File: src/rtl/uart_rx_param_if.sv
// Receive-side word handshake and error pulses between uart_rx_param and its consumer.
// The receiver drives the word, valid and error pulses; the consumer drives ready.
interface uart_rx_param_if #(
    parameter int DATA_BITS = 8
);
    logic                 i_RX_Ready;
    logic                 o_RX_DV;
    logic [DATA_BITS-1:0] o_RX_Byte;
    logic                 o_Frame_Err;
    logic                 o_Parity_Err;
    logic                 o_Overrun;

    modport master (
        input  i_RX_Ready,
        output o_RX_DV,
        output o_RX_Byte,
        output o_Frame_Err,
        output o_Parity_Err,
        output o_Overrun
    );

    modport slave (
        output i_RX_Ready,
        input  o_RX_DV,
        input  o_RX_Byte,
        input  o_Frame_Err,
        input  o_Parity_Err,
        input  o_Overrun
    );
endinterface

File: src/rtl/uart_rx_param.sv
// Parametrised UART receiver (start, DATA_BITS data LSB first, optional parity, stop) with valid/ready output.
// Define UART_RX_PARITY_EN to add the parity bit and its check; otherwise o_Parity_Err stays 0.
module uart_rx_param #(
    parameter int CLKS_PER_BIT = 217,
    parameter int DATA_BITS    = 8,
    parameter int PARITY_ODD   = 0
) (
    input  logic           i_Clock,
    input  logic           i_Rst_L,
    input  logic           i_RX_Serial,
    uart_rx_param_if.master rx_if
);
    localparam int CNT_W = $clog2(CLKS_PER_BIT);
    localparam int IDX_W = $clog2(DATA_BITS);
    localparam logic [CNT_W-1:0] CNT_LAST = CNT_W'(CLKS_PER_BIT - 1);
    localparam logic [CNT_W-1:0] CNT_HALF = CNT_W'((CLKS_PER_BIT - 1) / 2);
    localparam logic [IDX_W-1:0] IDX_LAST = IDX_W'(DATA_BITS - 1);

    typedef enum logic [2:0] {
        ST_IDLE  = 3'd0,
        ST_START = 3'd1,
        ST_DATA  = 3'd2,
        ST_STOP  = 3'd3,
        ST_BREAK = 3'd4
`ifdef UART_RX_PARITY_EN
        , ST_PARITY = 3'd5
`endif
    } state_t;

    logic                 rx_meta_r, rx_sync_r, rx_s;
    state_t               state_r, state_nx_s;
    logic [CNT_W-1:0]     cnt_r, cnt_nx_s;
    logic [IDX_W-1:0]     idx_r, idx_nx_s;
    logic [DATA_BITS-1:0] shift_r, shift_nx_s;
    logic                 par_r, par_nx_s;
    logic                 done_r, done_s, ferr_s, par_bad_s;
    logic                 dv_r, ferr_r, perr_r, ovr_r;
    logic [DATA_BITS-1:0] byte_r;

    assign rx_s = rx_sync_r;

`ifdef UART_RX_PARITY_EN
    assign par_bad_s = par_r ^ (^shift_r) ^ (PARITY_ODD != 0);
`else
    // No parity bit on the line: the error can never fire, whatever PARITY_ODD says.
    assign par_bad_s = 1'b0 & (PARITY_ODD != 0);
`endif

    // Two-flop synchroniser for the asynchronous serial line; idles high.
    always_ff @(posedge i_Clock or negedge i_Rst_L) begin
        if (!i_Rst_L) begin
            rx_meta_r <= 1'b1;
            rx_sync_r <= 1'b1;
        end else begin
            rx_meta_r <= i_RX_Serial;
            rx_sync_r <= rx_meta_r;
        end
    end

    // Receive FSM state, bit timer, bit index and data/parity capture registers.
    always_ff @(posedge i_Clock or negedge i_Rst_L) begin
        if (!i_Rst_L) begin
            state_r <= ST_IDLE;
            cnt_r   <= '0;
            idx_r   <= '0;
            shift_r <= '0;
            par_r   <= 1'b0;
            done_r  <= 1'b0;
        end else begin
            state_r <= state_nx_s;
            cnt_r   <= cnt_nx_s;
            idx_r   <= idx_nx_s;
            shift_r <= shift_nx_s;
            par_r   <= par_nx_s;
            done_r  <= done_s;
        end
    end

    // Next-state logic: every bit is sampled once, at its mid-point.
    always_comb begin
        state_nx_s = state_r;
        cnt_nx_s   = cnt_r;
        idx_nx_s   = idx_r;
        shift_nx_s = shift_r;
        par_nx_s   = par_r;
        done_s     = 1'b0;
        ferr_s     = 1'b0;
        case (state_r)
            ST_IDLE: begin
                cnt_nx_s = '0;
                idx_nx_s = '0;
                if (!rx_s) state_nx_s = ST_START;
                else       state_nx_s = ST_IDLE;
            end
            ST_START: begin
                if (cnt_r == CNT_HALF) begin
                    cnt_nx_s = '0;
                    if (!rx_s) state_nx_s = ST_DATA;
                    else       state_nx_s = ST_IDLE;
                end else begin
                    cnt_nx_s = cnt_r + CNT_W'(1);
                end
            end
            ST_DATA: begin
                if (cnt_r == CNT_LAST) begin
                    cnt_nx_s           = '0;
                    shift_nx_s[idx_r]  = rx_s;
                    if (idx_r == IDX_LAST) begin
                        idx_nx_s = '0;
`ifdef UART_RX_PARITY_EN
                        state_nx_s = ST_PARITY;
`else
                        state_nx_s = ST_STOP;
`endif
                    end else begin
                        idx_nx_s = idx_r + IDX_W'(1);
                    end
                end else begin
                    cnt_nx_s = cnt_r + CNT_W'(1);
                end
            end
`ifdef UART_RX_PARITY_EN
            ST_PARITY: begin
                if (cnt_r == CNT_LAST) begin
                    cnt_nx_s   = '0;
                    par_nx_s   = rx_s;
                    state_nx_s = ST_STOP;
                end else begin
                    cnt_nx_s = cnt_r + CNT_W'(1);
                end
            end
`endif
            ST_STOP: begin
                if (cnt_r == CNT_LAST) begin
                    cnt_nx_s = '0;
                    if (rx_s) begin
                        done_s     = 1'b1;
                        state_nx_s = ST_IDLE;
                    end else begin
                        ferr_s     = 1'b1;
                        state_nx_s = ST_BREAK;
                    end
                end else begin
                    cnt_nx_s = cnt_r + CNT_W'(1);
                end
            end
            ST_BREAK: begin
                cnt_nx_s = '0;
                if (rx_s) state_nx_s = ST_IDLE;
                else      state_nx_s = ST_BREAK;
            end
            default: begin
                state_nx_s = ST_IDLE;
                cnt_nx_s   = '0;
                idx_nx_s   = '0;
            end
        endcase
    end

    // Delivery and handshake: a finished word loads unless an unaccepted word is still held.
    always_ff @(posedge i_Clock or negedge i_Rst_L) begin
        if (!i_Rst_L) begin
            dv_r   <= 1'b0;
            byte_r <= '0;
            ferr_r <= 1'b0;
            perr_r <= 1'b0;
            ovr_r  <= 1'b0;
        end else begin
            ferr_r <= ferr_s;
            perr_r <= 1'b0;
            ovr_r  <= 1'b0;
            if (done_r) begin
                perr_r <= par_bad_s;
                if (!dv_r || rx_if.i_RX_Ready) begin
                    byte_r <= shift_r;
                    dv_r   <= 1'b1;
                end else begin
                    ovr_r <= 1'b1;
                end
            end else if (dv_r && rx_if.i_RX_Ready) begin
                dv_r <= 1'b0;
            end else begin
                dv_r <= dv_r;
            end
        end
    end

    assign rx_if.o_RX_DV      = dv_r;
    assign rx_if.o_RX_Byte    = byte_r;
    assign rx_if.o_Frame_Err  = ferr_r;
    assign rx_if.o_Parity_Err = perr_r;
    assign rx_if.o_Overrun    = ovr_r;
endmodule

File: src/flat_wrapper.sv
// flat-port wrapper written by rule: the top's interface ports become plain ports
module uart_rx_param_flat 
#(
    parameter int CLKS_PER_BIT = 217,
    parameter int DATA_BITS    = 8,
    parameter int PARITY_ODD   = 0
)
  (i_Clock, i_Rst_L, i_RX_Serial, rx_if_i_RX_Ready, rx_if_o_RX_DV, rx_if_o_RX_Byte, rx_if_o_Frame_Err, rx_if_o_Parity_Err, rx_if_o_Overrun);
  uart_rx_param_if #(.DATA_BITS(DATA_BITS)) rx_if_i ();
  input  logic i_Clock;
  input  logic i_Rst_L;
  input  logic i_RX_Serial;
  input wire logic [$bits(rx_if_i.i_RX_Ready)-1:0] rx_if_i_RX_Ready;
  output wire logic [$bits(rx_if_i.o_RX_DV)-1:0] rx_if_o_RX_DV;
  output wire logic [$bits(rx_if_i.o_RX_Byte)-1:0] rx_if_o_RX_Byte;
  output wire logic [$bits(rx_if_i.o_Frame_Err)-1:0] rx_if_o_Frame_Err;
  output wire logic [$bits(rx_if_i.o_Parity_Err)-1:0] rx_if_o_Parity_Err;
  output wire logic [$bits(rx_if_i.o_Overrun)-1:0] rx_if_o_Overrun;
  assign rx_if_i.i_RX_Ready = rx_if_i_RX_Ready;
  assign rx_if_o_RX_DV = rx_if_i.o_RX_DV;
  assign rx_if_o_RX_Byte = rx_if_i.o_RX_Byte;
  assign rx_if_o_Frame_Err = rx_if_i.o_Frame_Err;
  assign rx_if_o_Parity_Err = rx_if_i.o_Parity_Err;
  assign rx_if_o_Overrun = rx_if_i.o_Overrun;
  uart_rx_param #(.CLKS_PER_BIT(CLKS_PER_BIT), .DATA_BITS(DATA_BITS), .PARITY_ODD(PARITY_ODD)) u_core (.i_Clock(i_Clock), .i_Rst_L(i_Rst_L), .i_RX_Serial(i_RX_Serial), .rx_if(rx_if_i));
endmodule
File: config.mk
export PLATFORM = sky130hd
export DESIGN_NAME = uart_rx_param_flat
export DESIGN_NICKNAME = d
export VERILOG_FILES = /design/src/rtl/uart_rx_param_if.sv /design/src/rtl/uart_rx_param.sv /design/src/flat_wrapper.sv
export SDC_FILE = /design/constraint.sdc
export NUM_CORES = 1
export LEC_CHECK = 0
export BUFFER_PORTS_ARGS = -buffer_cell sky130_fd_sc_hd__buf_2
export CAP_MARGIN = 0
export CELL_PAD_IN_SITES_DETAIL_PLACEMENT = 1
export CELL_PAD_IN_SITES_GLOBAL_PLACEMENT = 1
export CORE_ASPECT_RATIO = 1.4
export CORE_MARGIN = 8
export CORE_UTILIZATION = 25
export DETAILED_ROUTE_END_ITERATION = 8
export GPL_TIMING_DRIVEN = 0
export MAX_ROUTING_LAYER = met4
export PLACE_DENSITY_LB_ADDON = 0.1
export SLEW_MARGIN = 20
export SYNTH_ARGS = -nofsm -noshare
export SYNTH_HDL_FRONTEND = slang
export SYNTH_SLANG_ARGS = --single-unit
File: constraint.sdc
create_clock -name i_Clock -period 2.4 [get_ports i_Clock]
set_input_delay 0.36 -clock i_Clock [delete_from_list [all_inputs] [get_ports i_Clock]]
set_output_delay 0.36 -clock i_Clock [all_outputs]
set_load 0.05 [all_outputs]
# After elaboration in Yosys (flattened, before gate mapping)
# Index checks and enable logic that the tools add are counted.
# Widths: inputs -> output; s select.
[word_totals]
inputBits = 4
reg_bits = 36
out_inout_bits = 12
[op_classes]
mux = 28
eq_ne = 12
addsub = 2
magnitude_cmp = 2
bitwise_logic = 1
reduce_logical = 13
[ops]
columns = ["op", "count"]
rows = [
  ["$mux 3", 7],
  ["$mux 8", 2],
  ["$pmux 8 s2", 1],
  ["$pmux 3 s5", 1],
  ["$mux 1", 13],
  ["$add 8x1->8 const B", 1],
  ["$bwmux 8", 1],
  ["$eq 8x7->1 const B", 1],
  ["$eq 8x8->1 const B", 1],
  ["$ne 2x1->1 const B", 4],
  ["$reduce_and 2->1", 4],
  ["$eq 3x2->1 const B", 2],
  ["$eq 3x3->1 const B", 2],
  ["$pmux 3 s2", 1],
  ["$lt 3x4->1 const B", 1],
  ["$reduce_and 4->1", 1],
  ["$add 3x1->3 const B", 1],
  ["$demux 1 s3", 1],
  ["$eq 3x1->1 const B", 1],
  ["$ge 3x1->1 const B", 1],
  ["$logic_not 3->1", 1],
  ["$reduce_or 3->1", 1],
  ["$logic_and 1x1->1", 2],
  ["$mux 2", 1],
  ["other kinds (6)", 6],
]

# Logic depth before layout (Yosys ltp)
# Gate-level depths: netlist of the first run.
[depth]
word_depth = 5
depth_mapped = 7
depth_no_buf = 6

# Worst setup path before layout of the first run
# Ideal clock, no wire load.
[synth_timing]
path_kind = "register to register"
start = "register u_core.cnt_r[0]"
end = "register u_core.shift_r[5]"
arrival_time_ns = 1.699
setup_slack_ns = 0.573
period_less_slack_ns = 1.827
path_stages_with_launch = 8
required_time_ns = 2.272
path_cell_list = "dfrtp_1 > inv_1 > ha_1 > and4b_1 > nand4b_2 > buf_6 > nor4_1 > mux2_1"
[synth_via]
elab_chain_cells = 2
[synth_lines]
columns = ["element", "line_no", "text"]
rows = [
  ["from (decl)", "uart_rx_param.sv:32", "logic [CNT_W-1:0] cnt_r, cnt_nx_s;"],
  ["from (signal assigned)", "uart_rx_param.sv:71", "cnt_r <= cnt_nx_s;"],
  ["$eq 8x8->1", "uart_rx_param.sv:105", "if (cnt_r == CNT_LAST) begin"],
  ["$reduce_and 2->1 (no source line)", "n/a", ""],
  ["to (signal assigned)", "uart_rx_param.sv:73", "shift_r <= shift_nx_s;"],
  ["to (decl)", "uart_rx_param.sv:34", "logic [DATA_BITS-1:0] shift_r, shift_nx_s;"],
]
# No other way between the ends.
# A chain may end at the register's enable or synchronous reset.

# Final worst setup path of the first run
[layout_timing]
start = "register u_core.cnt_r[0]"
end = "register u_core.shift_r[7]"
# Same word-level chain as after synthesis.

==> run metrics, run 1 <==
Seq/Total Area, Yosys 53.9%; CTS tree yes; Max Clk Rate 0.502 GHz; Clock power frac 45.4%; Die X 85.2 um; Largest stage delay, worst path 0.43 ns; gpl congestion 0.771; Fillers 713; mean area per synthesized cell 11.3 sq um; final worst-path cycle share 82.9%; buffers plus inverters on the worst setup path 2; LEAKAGE 0.907 nW; worst-path fanout max 10; CORE AREA 6530 sq um; worst r2r src u_core.cnt_r[0]$_DFF_PN0_; cell chain of the critical path inv_1, ha_1, and4b_1, nand4b_2, buf_6, nor4_1, mux2_1; worst setup margin 0.409 ns; Routed WL 3870 um; Total Power 0.00116 W; Clock Latency Late Sink 0.29 ns; Syn Inst Count 148; Worst path top cell family by delay simple AND/OR/NAND/NOR gates; P_int 0.000922 W; skew final 0.00722 ns; Initial Utilization 25.7%; Post-CTS Repair Setup Buffers 0; crit path kind flip-flop to flip-flop; switching share of power 20.7%; Seq pwr share 52.4%; nets 177; Least-Margin Pin Slew 0.923 ns; Ports 16; Final Setup Violations 0; Rel. slew slack 38.3%; Ys Warns 0; Min-Delay Path Class input pin to asynchronous set/reset pin; WP data arrival 2.16 ns; switching pwr 0.000241 W; Peak VDD IR 0.215 mV; Clock Path Buffers 2; Total GRT Usage 9.30%; total gr overflow 0; drt first pass iters 4; unrepaired setup endpoints after global routing false; hpwl dp 2880 um; number of antenna violations at the first check in global routing 0; H-tree depth 2; R2R Setup Slk 0.41 ns; Area Growth Syn to Fin 16.1%; TritonCTS sink count 36; Fin. Hold Viols 0; Final ANT Viol Nets 0; PostCTS Resize Cnt 0; dpl ws 0.368 ns; Setup Total Neg Slack 0 ns; layout cell share with drive strength beyond 1 26.5%; outcome finished, final reports clean; Design Area, Final 1950 sq um; Reg2Reg Depth 7; DRT iter0 DRCs 30; Fin Hold WS 0.161 ns; library cells used by synthesis 37; min Tclk post-route 1.99 ns; row cnt 35; Worst EP required 2.57 ns; R2R Path End u_core.shift_r[7]$_DFFE_PN0P_; DRC viols 0; port bufs 14; root buffer cell clkbuf_8; largest net degree at the start of global routing 37; DR WL/cell 15.8 um; first-pass GRT wire length 6770 um; max-cap violation count 0; Mapped Nets 156; cell area after synthesis 1680 sq um; Ant. Diodes 0; Crit. End Element flip-flop; Seq cells post-synth 36; CP max-delay cell dfrtp_1; combinational power share 2.1%; Post-CTS Hold Buffers 0; PwrDens 597 nW/um^2; Via Count 1171; die area 9620 sq um; post-DR vias/cell 4.80; Chip Height 113 um; vias in the first global route 1303; clk slew on worst S/H paths 0.08 ns; Placed Area 1840 sq um; Pins Over Slew Limit 0; Critical Path Source Type flip-flop; number of buffers created by CTS 5
## sequential cells by signal, indices dropped and copies added, names as in the netlist, 3 cells and up
register,count
u_core.cnt_r,8
u_core.idx_r,3
u_core.shift_r,8
u_core.rx_if.o_RX_Byte,8
u_core.state_r,3
## kinds of logic (layout without fill, tap and decap cells)
| group | Yosys count | after routing | share of synthesized area, % |
|---|---|---|---|
| mux | 15 | 15 | 10.1 |
| simple gates | 56 | 56 | 19.0 |
| fa+ha+maj | 4 | 4 | 2.99 |
| other cells | 1 | 1 | 0.224 |
| buf+inv | 15 | 37 | 4.78 |
| xor+xnor | 5 | 5 | 2.61 |
| compound gates | 16 | 16 | 6.49 |
| flops | 36 | 36 | 53.9 |
## layout by cell type, fill, tap and decap left out, drive strengths merged, types with 2 or more instances in the layout
cell type / Yosys / layout
dfstp: 2 / 2
nand4: 5 / 5
nor4: 2 / 2
nand2: 11 / 11
or3: 2 / 2
a21boi: 2 / 2
dfrtp: 34 / 34
nor2: 9 / 9
buf: 6 / 20
ha: 4 / 4
mux2: 15 / 15
nand4b: 2 / 2
o311ai: 3 / 3
xnor2: 2 / 2
nor3b: 4 / 4
nand2b: 3 / 3
o21ai: 3 / 3
o31ai: 2 / 2
nand3: 4 / 4
and4b: 2 / 2
nor2b: 2 / 2
clkbuf: 2 / 8
inv: 7 / 7
a21oi: 5 / 5
xor2: 3 / 3
nor3: 7 / 7
## power by group through the flow
stage          clock [W]  sequential (W)  combinational [W]
2_1_floorplan          0        0.000621         0.00000879
3_3_place_gp           0        0.000621          0.0000258
3_5_place_dp           0        0.000621          0.0000265
4_1_cts         0.000552        0.000609          0.0000267
5_1_grt         0.000572        0.000609          0.0000294
6_report        0.000528        0.000610          0.0000247
## Yosys cell counts
cell type | count | area, sq um
dfrtp_1 | 34 | 851
o31ai_1 | 2 | 15.0
dfstp_2 | 2 | 52.6
nor4_1 | 2 | 12.5
inv_1 | 7 | 26.3
o41ai_1 | 1 | 8.76
buf_2 | 1 | 5.00
clkbuf_1 | 2 | 7.51
a21boi_2 | 1 | 11.3
nand2_1 | 11 | 41.3
nor2b_1 | 2 | 12.5
nand2b_1 | 3 | 18.8
or3_1 | 2 | 12.5
and4b_1 | 2 | 20.0
nor2_1 | 9 | 33.8
nand4_1 | 5 | 31.3
xor2_1 | 3 | 26.3
ha_1 | 4 | 50.1
o21ai_0 | 3 | 15.0
nor3_1 | 7 | 35.0
nand3b_1 | 1 | 7.51
mux2_2 | 13 | 146
mux2_1 | 2 | 22.5
a21boi_0 | 1 | 7.51
nand4b_2 | 1 | 15.0
nand4b_1 | 1 | 8.76
buf_6 | 1 | 11.3
xnor2_1 | 2 | 17.5
nor3b_2 | 1 | 12.5
a21oi_1 | 5 | 25.0
nand3_1 | 4 | 20.0
nor3b_1 | 3 | 22.5
and2_1 | 1 | 6.26
or4_1 | 1 | 7.51
conb_1 | 1 | 3.75
o311ai_0 | 3 | 26.3
buf_4 | 4 | 30.0
## stage by stage
step	util, %	std cells
finish	29.8	244
detailed placement	28.2	236
global placement	28.2	236
floorplan	-	148
CTS	29.8	244
global route	29.8	244
## worst max path at each step
stage,start,to,slack [ns],cells past startpoint
floorplan,u_core.cnt_r[0]$_DFF_PN0_,u_core.shift_r[5]$_DFFE_PN0P_,0.57,7
global route,u_core.state_r[2]$_DFFE_PN0P_,u_core.shift_r[3]$_DFFE_PN0P_,0.23,5
detailed placement,u_core.cnt_r[0]$_DFF_PN0_,u_core.shift_r[7]$_DFFE_PN0P_,0.37,7
finish,u_core.cnt_r[0]$_DFF_PN0_,u_core.shift_r[7]$_DFFE_PN0P_,0.41,7
global placement,u_core.cnt_r[0]$_DFF_PN0_,u_core.shift_r[5]$_DFFE_PN0P_,0.35,7
CTS,u_core.cnt_r[0]$_DFF_PN0_,u_core.shift_r[7]$_DFFE_PN0P_,0.36,7
## per-layer routing
metal,GRT usage [%],up-vias,routed length (um)
li1,-,560,-
met1,9.13,587,1490
met3,2.76,8,174
met5,-,-,0
met2,16.3,16,2130
met4,4.53,0,75
## final cells by class
type | instances | area, sq um | share of cell area (%)
tap | 74 | 92.6 | 4.76
inverter | 7 | 26.3 | 1.35
buffer | 8 | 53.8 | 2.76
timing repair buffer | 14 | 70.1 | 3.60
clock inverter | 2 | 35.0 | 1.80
clock buffer | 6 | 72.6 | 3.73
sequential | 36 | 903 | 46.4
multi-input combinational | 97 | 693 | 35.6
Note: power is estimated with default switching activity, not from simulation.
==> run 2, diff against run 1 <==
Clock period 2.4 ns to 1.95 ns, I/O delays scaled along.
==> run metrics, run 2 (synthesis gave the netlist of run 1 again) <==
Routed WL 3960 um (was 3870 um); Total GRT Usage 9.37% (was 9.30%); Final Setup Violations 0 (unchanged); combinational power share 2.1% (about the same); Critical Path Source Type flip-flop (unchanged); PwrDens 707 nW/um^2 (was 597 nW/um^2); Die X 85.2 um (unchanged); Chip Height 113 um (unchanged); Area Growth Syn to Fin 20.6% (was 16.1%); CORE AREA 6530 sq um (unchanged); worst r2r src u_core.cnt_r[1]$_DFF_PN0_ (was u_core.cnt_r[0]$_DFF_PN0_); die area 9620 sq um (unchanged); crit path kind flip-flop to flip-flop (unchanged); nets 181 (was 177); gpl congestion 0.771 (unchanged); Critical Path Sink u_core.shift_r[7]$_DFFE_PN0P_ (unchanged); Clock Path Buffers 2 (unchanged); number of buffers created by CTS 5 (unchanged); switching pwr 0.000296 W (was 0.000241 W); DRT iter0 DRCs 27 (was 30); Peak VDD IR 0.264 mV (was 0.215 mV); Crit. End Element flip-flop (unchanged); skew final 0.00720 ns (was 0.00722 ns); root buffer cell clkbuf_8 (unchanged); min Tclk post-route 1.90 ns (was 1.99 ns); Reg2Reg Depth 7 (unchanged); outcome finished, final reports clean (unchanged); H-tree depth 2 (unchanged); final worst-path cycle share 97.6% (was 82.9%); Clock power frac 45.4% (about the same); Ports 16 (unchanged); hpwl dp 2880 um (unchanged); switching share of power 20.7% (about the same); Final ANT Viol Nets 0 (unchanged); DR WL/cell 16.0 um (was 15.8 um); worst-path fanout max 4 (was 10); Post-CTS Hold Buffers 0 (unchanged); LEAKAGE 0.943 nW (was 0.907 nW); R2R Path End u_core.shift_r[7]$_DFFE_PN0P_ (unchanged); row cnt 35 (unchanged); DRC viols 0 (unchanged); max-cap violation count 0 (unchanged); Worst EP required 2.12 ns (was 2.57 ns); Initial Utilization 25.7% (unchanged); Max Clk Rate 0.525 GHz (was 0.502 GHz); Rel. slew slack 44.5% (was 38.3%); Setup Total Neg Slack 0 ns (unchanged); port bufs 14 (unchanged); final core occ 31.0% (was 29.8%); CTS tree yes (unchanged); Clock Latency Late Sink 0.29 ns (about the same); TritonCTS sink count 36 (unchanged); Non-Filler Instances 248 (was 244); largest net degree at the start of global routing 37 (unchanged); unrepaired setup endpoints after global routing true (was false); Critical Path Source u_core.cnt_r[1]$_DFF_PN0_ (was u_core.cnt_r[0]$_DFF_PN0_); clk slew on worst S/H paths 0.08 ns (about the same); most frequent cells in the layout dfrtp_1, buf_2, mux2_2 (unchanged); most common cell after layout, fill and taps aside dfrtp_1 (unchanged); layout cell share with drive strength beyond 1 32.8% (was 26.5%); Design Area, Final 2020 sq um (was 1950 sq um); drt first pass iters 4 (unchanged); Via Count 1197 (was 1171); Total Power 0.00143 W (was 0.00116 W); Ant. Diodes 0 (unchanged); Pins Over Slew Limit 0 (unchanged); DP Cell Count 236 (unchanged); Least-Margin Pin Slew 0.832 ns (was 0.923 ns); Fin. Hold Viols 0 (unchanged); first-pass GRT wire length 6820 um (was 6770 um); vias in the first global route 1335 (was 1303); total gr overflow 0 (unchanged); Seq pwr share 52.5% (was 52.4%); number of antenna violations at the first check in global routing 0 (unchanged); Min-Delay Path Class input pin to asynchronous set/reset pin (unchanged); P_int 0.00113 W (was 0.000922 W); R2R Setup Slk 0.05 ns (was 0.41 ns); post-DR vias/cell 4.83 (was 4.80); Placed Area 1840 sq um (unchanged); WP data arrival 2.07 ns (was 2.16 ns)
==> run 2: routing by layer <==
metal	share of wire, %	track usage (%)
met5	0	-
met4	1.8	4.53
met1	38	9.05
met2	56	16.6
met3	4.1	2.76
==> run 2: power groups by stage <==
stage / Combinational [W] / Clock (W) / Sequential (W)
after floorplan: 0.0000108 / 0 / 0.000765
after global placement: 0.0000318 / 0 / 0.000765
after detailed placement: 0.0000326 / 0 / 0.000765
after CTS: 0.0000328 / 0.000679 / 0.000750
after global routing: 0.0000362 / 0.000704 / 0.000750
final: 0.0000306 / 0.000649 / 0.000750
==> run 2: worst min-delay path by stage <==
stage / start / slack (ns) / depth (start not counted) / endpoint
after floorplan: i_Rst_L / -0.003 / 0 / u_core.cnt_r[0]$_DFF_PN0_
after global placement: u_core.rx_meta_r$_DFF_PN1_ / 0.35 / 0 / u_core.rx_s$_DFF_PN1_
after detailed placement: u_core.rx_meta_r$_DFF_PN1_ / 0.35 / 0 / u_core.rx_s$_DFF_PN1_
after CTS: i_RX_Serial / 0.08 / 1 / u_core.rx_meta_r$_DFF_PN1_
after global routing: i_RX_Serial / 0.08 / 1 / u_core.rx_meta_r$_DFF_PN1_
final: i_Rst_L / 0.09 / 1 / u_core.shift_r[2]$_DFFE_PN0P_
==> run 2: critical path, cell delays in order (launching register included) <==
cell	delay (ns)
dfrtp_1	0.41
inv_1	0.07
ha_2	0.17
and4b_2	0.26
nand4b_4	0.13
buf_6	0.15
nor4_2	0.26
mux2_1	0.34
==> run 2: layout make-up <==
cell class	instances	area (sq um)
fill	713	4500
timing repair buffer	18	100
multi-input combinational	97	738
clock inverter	2	35.0
sequential	36	903
inverter	7	26.3
tap	74	92.6
buffer	8	53.8
clock buffer	6	72.6
==> run 2: what timing repair did <==
item                                    CTS  global route
endpoints found under the hold margin     0             0
setup buffers                             3             1
endpoints found under the setup margin    4             7
resized for setup                         4             8
==> run 2: per-stage QoR <==
stage / hold WS, ns / worst slack (ns)
global route: 0.0776 / -0.0421
finish: 0.0944 / 0.0468
detailed placement: 0.347 / -0.0819
CTS: 0.0845 / 0.00540
global placement: 0.346 / -0.0958
floorplan: -0.00309 / 0.123
==> run 3, diff against run 2 <==
Clock period 1.95 ns to 1.6 ns, I/O delays scaled along.
==> run metrics, run 3 (synthesis gave the netlist of run 1 again) <==
vias in the first global route 1284 (was 1335); Initial Utilization 25.7% (unchanged); total gr overflow 0 (unchanged); gpl congestion 0.744 (was 0.771); Die X 85.2 um (unchanged); Total Power 0.00175 W (was 0.00143 W); Rel. slew slack 44.5% (about the same); R2R Path End u_core.state_r[0]$_DFFE_PN0P_ (was u_core.shift_r[7]$_DFFE_PN0P_); Placed Area 1860 sq um (was 1840 sq um); Chip Height 113 um (unchanged); Via Count 1208 (was 1197); hpwl dp 2830 um (was 2880 um); cell chain of the critical path inv_1, ha_2, and4b_2, nand4b_4, buf_4, a21boi_4, mux2_2 (was inv_1, ha_2, and4b_2, nand4b_4, buf_6, nor4_2, mux2_1); LEAKAGE 1.00 nW (was 0.943 nW); post-DR vias/cell 4.85 (was 4.83); Clock Latency Late Sink 0.29 ns (about the same); Worst EP required 1.78 ns (was 2.12 ns); clk slew on worst S/H paths 0.08 ns (about the same); Largest stage delay, worst path 0.38 ns (was 0.41 ns); Ant. Diodes 0 (unchanged); layout cell share with drive strength beyond 1 40.0% (was 32.8%); drt first pass iters 4 (unchanged); Non-Filler Instances 249 (was 248); number of buffers created by CTS 5 (unchanged); Fin Hold WS 0.0460 ns (was 0.0944 ns); Area Growth Syn to Fin 27.4% (was 20.6%); Clock Path Buffers 2 (unchanged); Crit. End Element flip-flop (unchanged); CORE AREA 6530 sq um (unchanged); DRT iter0 DRCs 49 (was 27); DR WL/cell 15.9 um (was 16.0 um); Pins Over Slew Limit 0 (unchanged); failing checks setup timing; Fin. Hold Viols 0 (unchanged); first-pass GRT wire length 6820 um (about the same); nets 182 (was 181); Critical Path Source Type flip-flop (unchanged); Max Clk Rate 0.563 GHz (was 0.525 GHz); worst-path fanout max 2 (was 4); largest net degree at the start of global routing 37 (unchanged); Total GRT Usage 9.38% (was 9.37%); Final ANT Viol Nets 0 (unchanged); Least-Margin Pin Slew 0.833 ns (was 0.832 ns); R2R Setup Slk -0.17 ns (was 0.05 ns); Routed WL 3960 um (about the same); WP data arrival 1.95 ns (was 2.07 ns); Final Setup Violations 22 (was 0); dpl ws -0.332 ns (was -0.0819 ns); H-tree depth 2 (unchanged); row cnt 35 (unchanged); skew final 0.00717 ns (was 0.00720 ns); outcome complete, but fails checks (was finished, final reports clean); TritonCTS sink count 36 (unchanged); most common cell after layout, fill and taps aside dfrtp_1 (unchanged); Design Area, Final 2140 sq um (was 2020 sq um); max-cap violation count 0 (unchanged); PwrDens 817 nW/um^2 (was 707 nW/um^2); Reg2Reg Depth 7 (unchanged); Critical Path Source u_core.cnt_r[0]$_DFF_PN0_ (was u_core.cnt_r[1]$_DFF_PN0_); port bufs 14 (unchanged); number of antenna violations at the first check in global routing 0 (unchanged); root buffer cell clkbuf_8 (unchanged); worst setup margin -0.175 ns (was 0.0468 ns); unrepaired setup endpoints after global routing true (unchanged); worst r2r src u_core.cnt_r[0]$_DFF_PN0_ (was u_core.cnt_r[1]$_DFF_PN0_); CTS tree yes (unchanged); Post-CTS Hold Buffers 0 (unchanged); min Tclk post-route 1.77 ns (was 1.90 ns); Peak VDD IR 0.265 mV (was 0.264 mV); DRC viols 0 (unchanged); most frequent cells in the layout dfrtp_1, buf_2, mux2_2 (unchanged); crit path kind flip-flop to flip-flop (unchanged); CP max-delay cell dfrtp_1 (unchanged); Ports 16 (unchanged); DP Cell Count 236 (unchanged); final worst-path cycle share 111% (was 97.6%); die area 9620 sq um (unchanged); Min-Delay Path Class input pin to asynchronous set/reset pin (unchanged)
==> run 3: cell types whose count changed in the layout (fill, tap and decap cells not counted), sizes merged <==
cell    previous run  this run
clkbuf             8         7
buf               24        26
==> run 3: layout make-up <==
| class | instances | area, sq um |
|---|---|---|
| buffer | 7 | 57.6 |
| clock buffer | 6 | 72.6 |
| clock inverter | 2 | 35.0 |
| fill | 717 | 4390 |
| inverter | 7 | 26.3 |
| multi-input combinational | 97 | 828 |
| sequential | 36 | 905 |
| tap | 74 | 92.6 |
| timing repair buffer | 20 | 119 |
==> run 3: worst max-delay path by stage <==
stage                                     to  slack (ns)
2_1_floorplan  u_core.shift_r[5]$_DFFE_PN0P_        -0.1
3_3_place_gp   u_core.shift_r[7]$_DFFE_PN0P_       -0.31
3_5_place_dp   u_core.shift_r[5]$_DFFE_PN0P_       -0.33
4_1_cts        u_core.shift_r[7]$_DFFE_PN0P_       -0.18
5_1_grt        u_core.shift_r[5]$_DFFE_PN0P_       -0.26
6_report       u_core.state_r[0]$_DFFE_PN0P_       -0.17
==> run 3: repair_timing <==
item / CTS / global route
gates resized for setup: 13 / 16
setup endpoints to repair: 22 / 24
setup buffers: 4 / 2
pin swaps: 1 / 4
endpoints found under the hold margin: 0 / 0
==> run 3: critical path: cells and delay by family (launching register included) <==
family / cells / cell delay, ns
flip-flops: 1 / 0.38
AND/OR/NAND/NOR: 2 / 0.38
multiplexers: 1 / 0.35
buffers and inverters: 2 / 0.23
adder cells (fa/ha/maj): 1 / 0.17
AO/OA/AOI/OAI: 1 / 0.16
==> run 3: routing by layer <==
metal  routed length [um]  track usage, %  part of all wire (%)
met1                 1550            9.65                    39
met2                 2180            15.9                    55
met3                  157            2.76                   4.0
met4                   72            4.65                   1.8
met5                    0               -                     0
==> run 3: power by group <==
group | total [W] | switching [W] | internal (W)
Clock | 0.000792 | 0.000330 | 0.000463
Sequential | 0.000920 | 0.00000574 | 0.000914
Combinational | 0.0000334 | 0.0000275 | 0.00000587
==> run 3: stage by stage <==
step                      utilization [%]  TNS (ns)
after floorplan                         -    -0.253
final                                32.7     -1.94
after global routing                 32.7     -4.06
after detailed placement             28.5     -3.57
after CTS                            31.6     -2.47
after global placement               28.5     -3.15
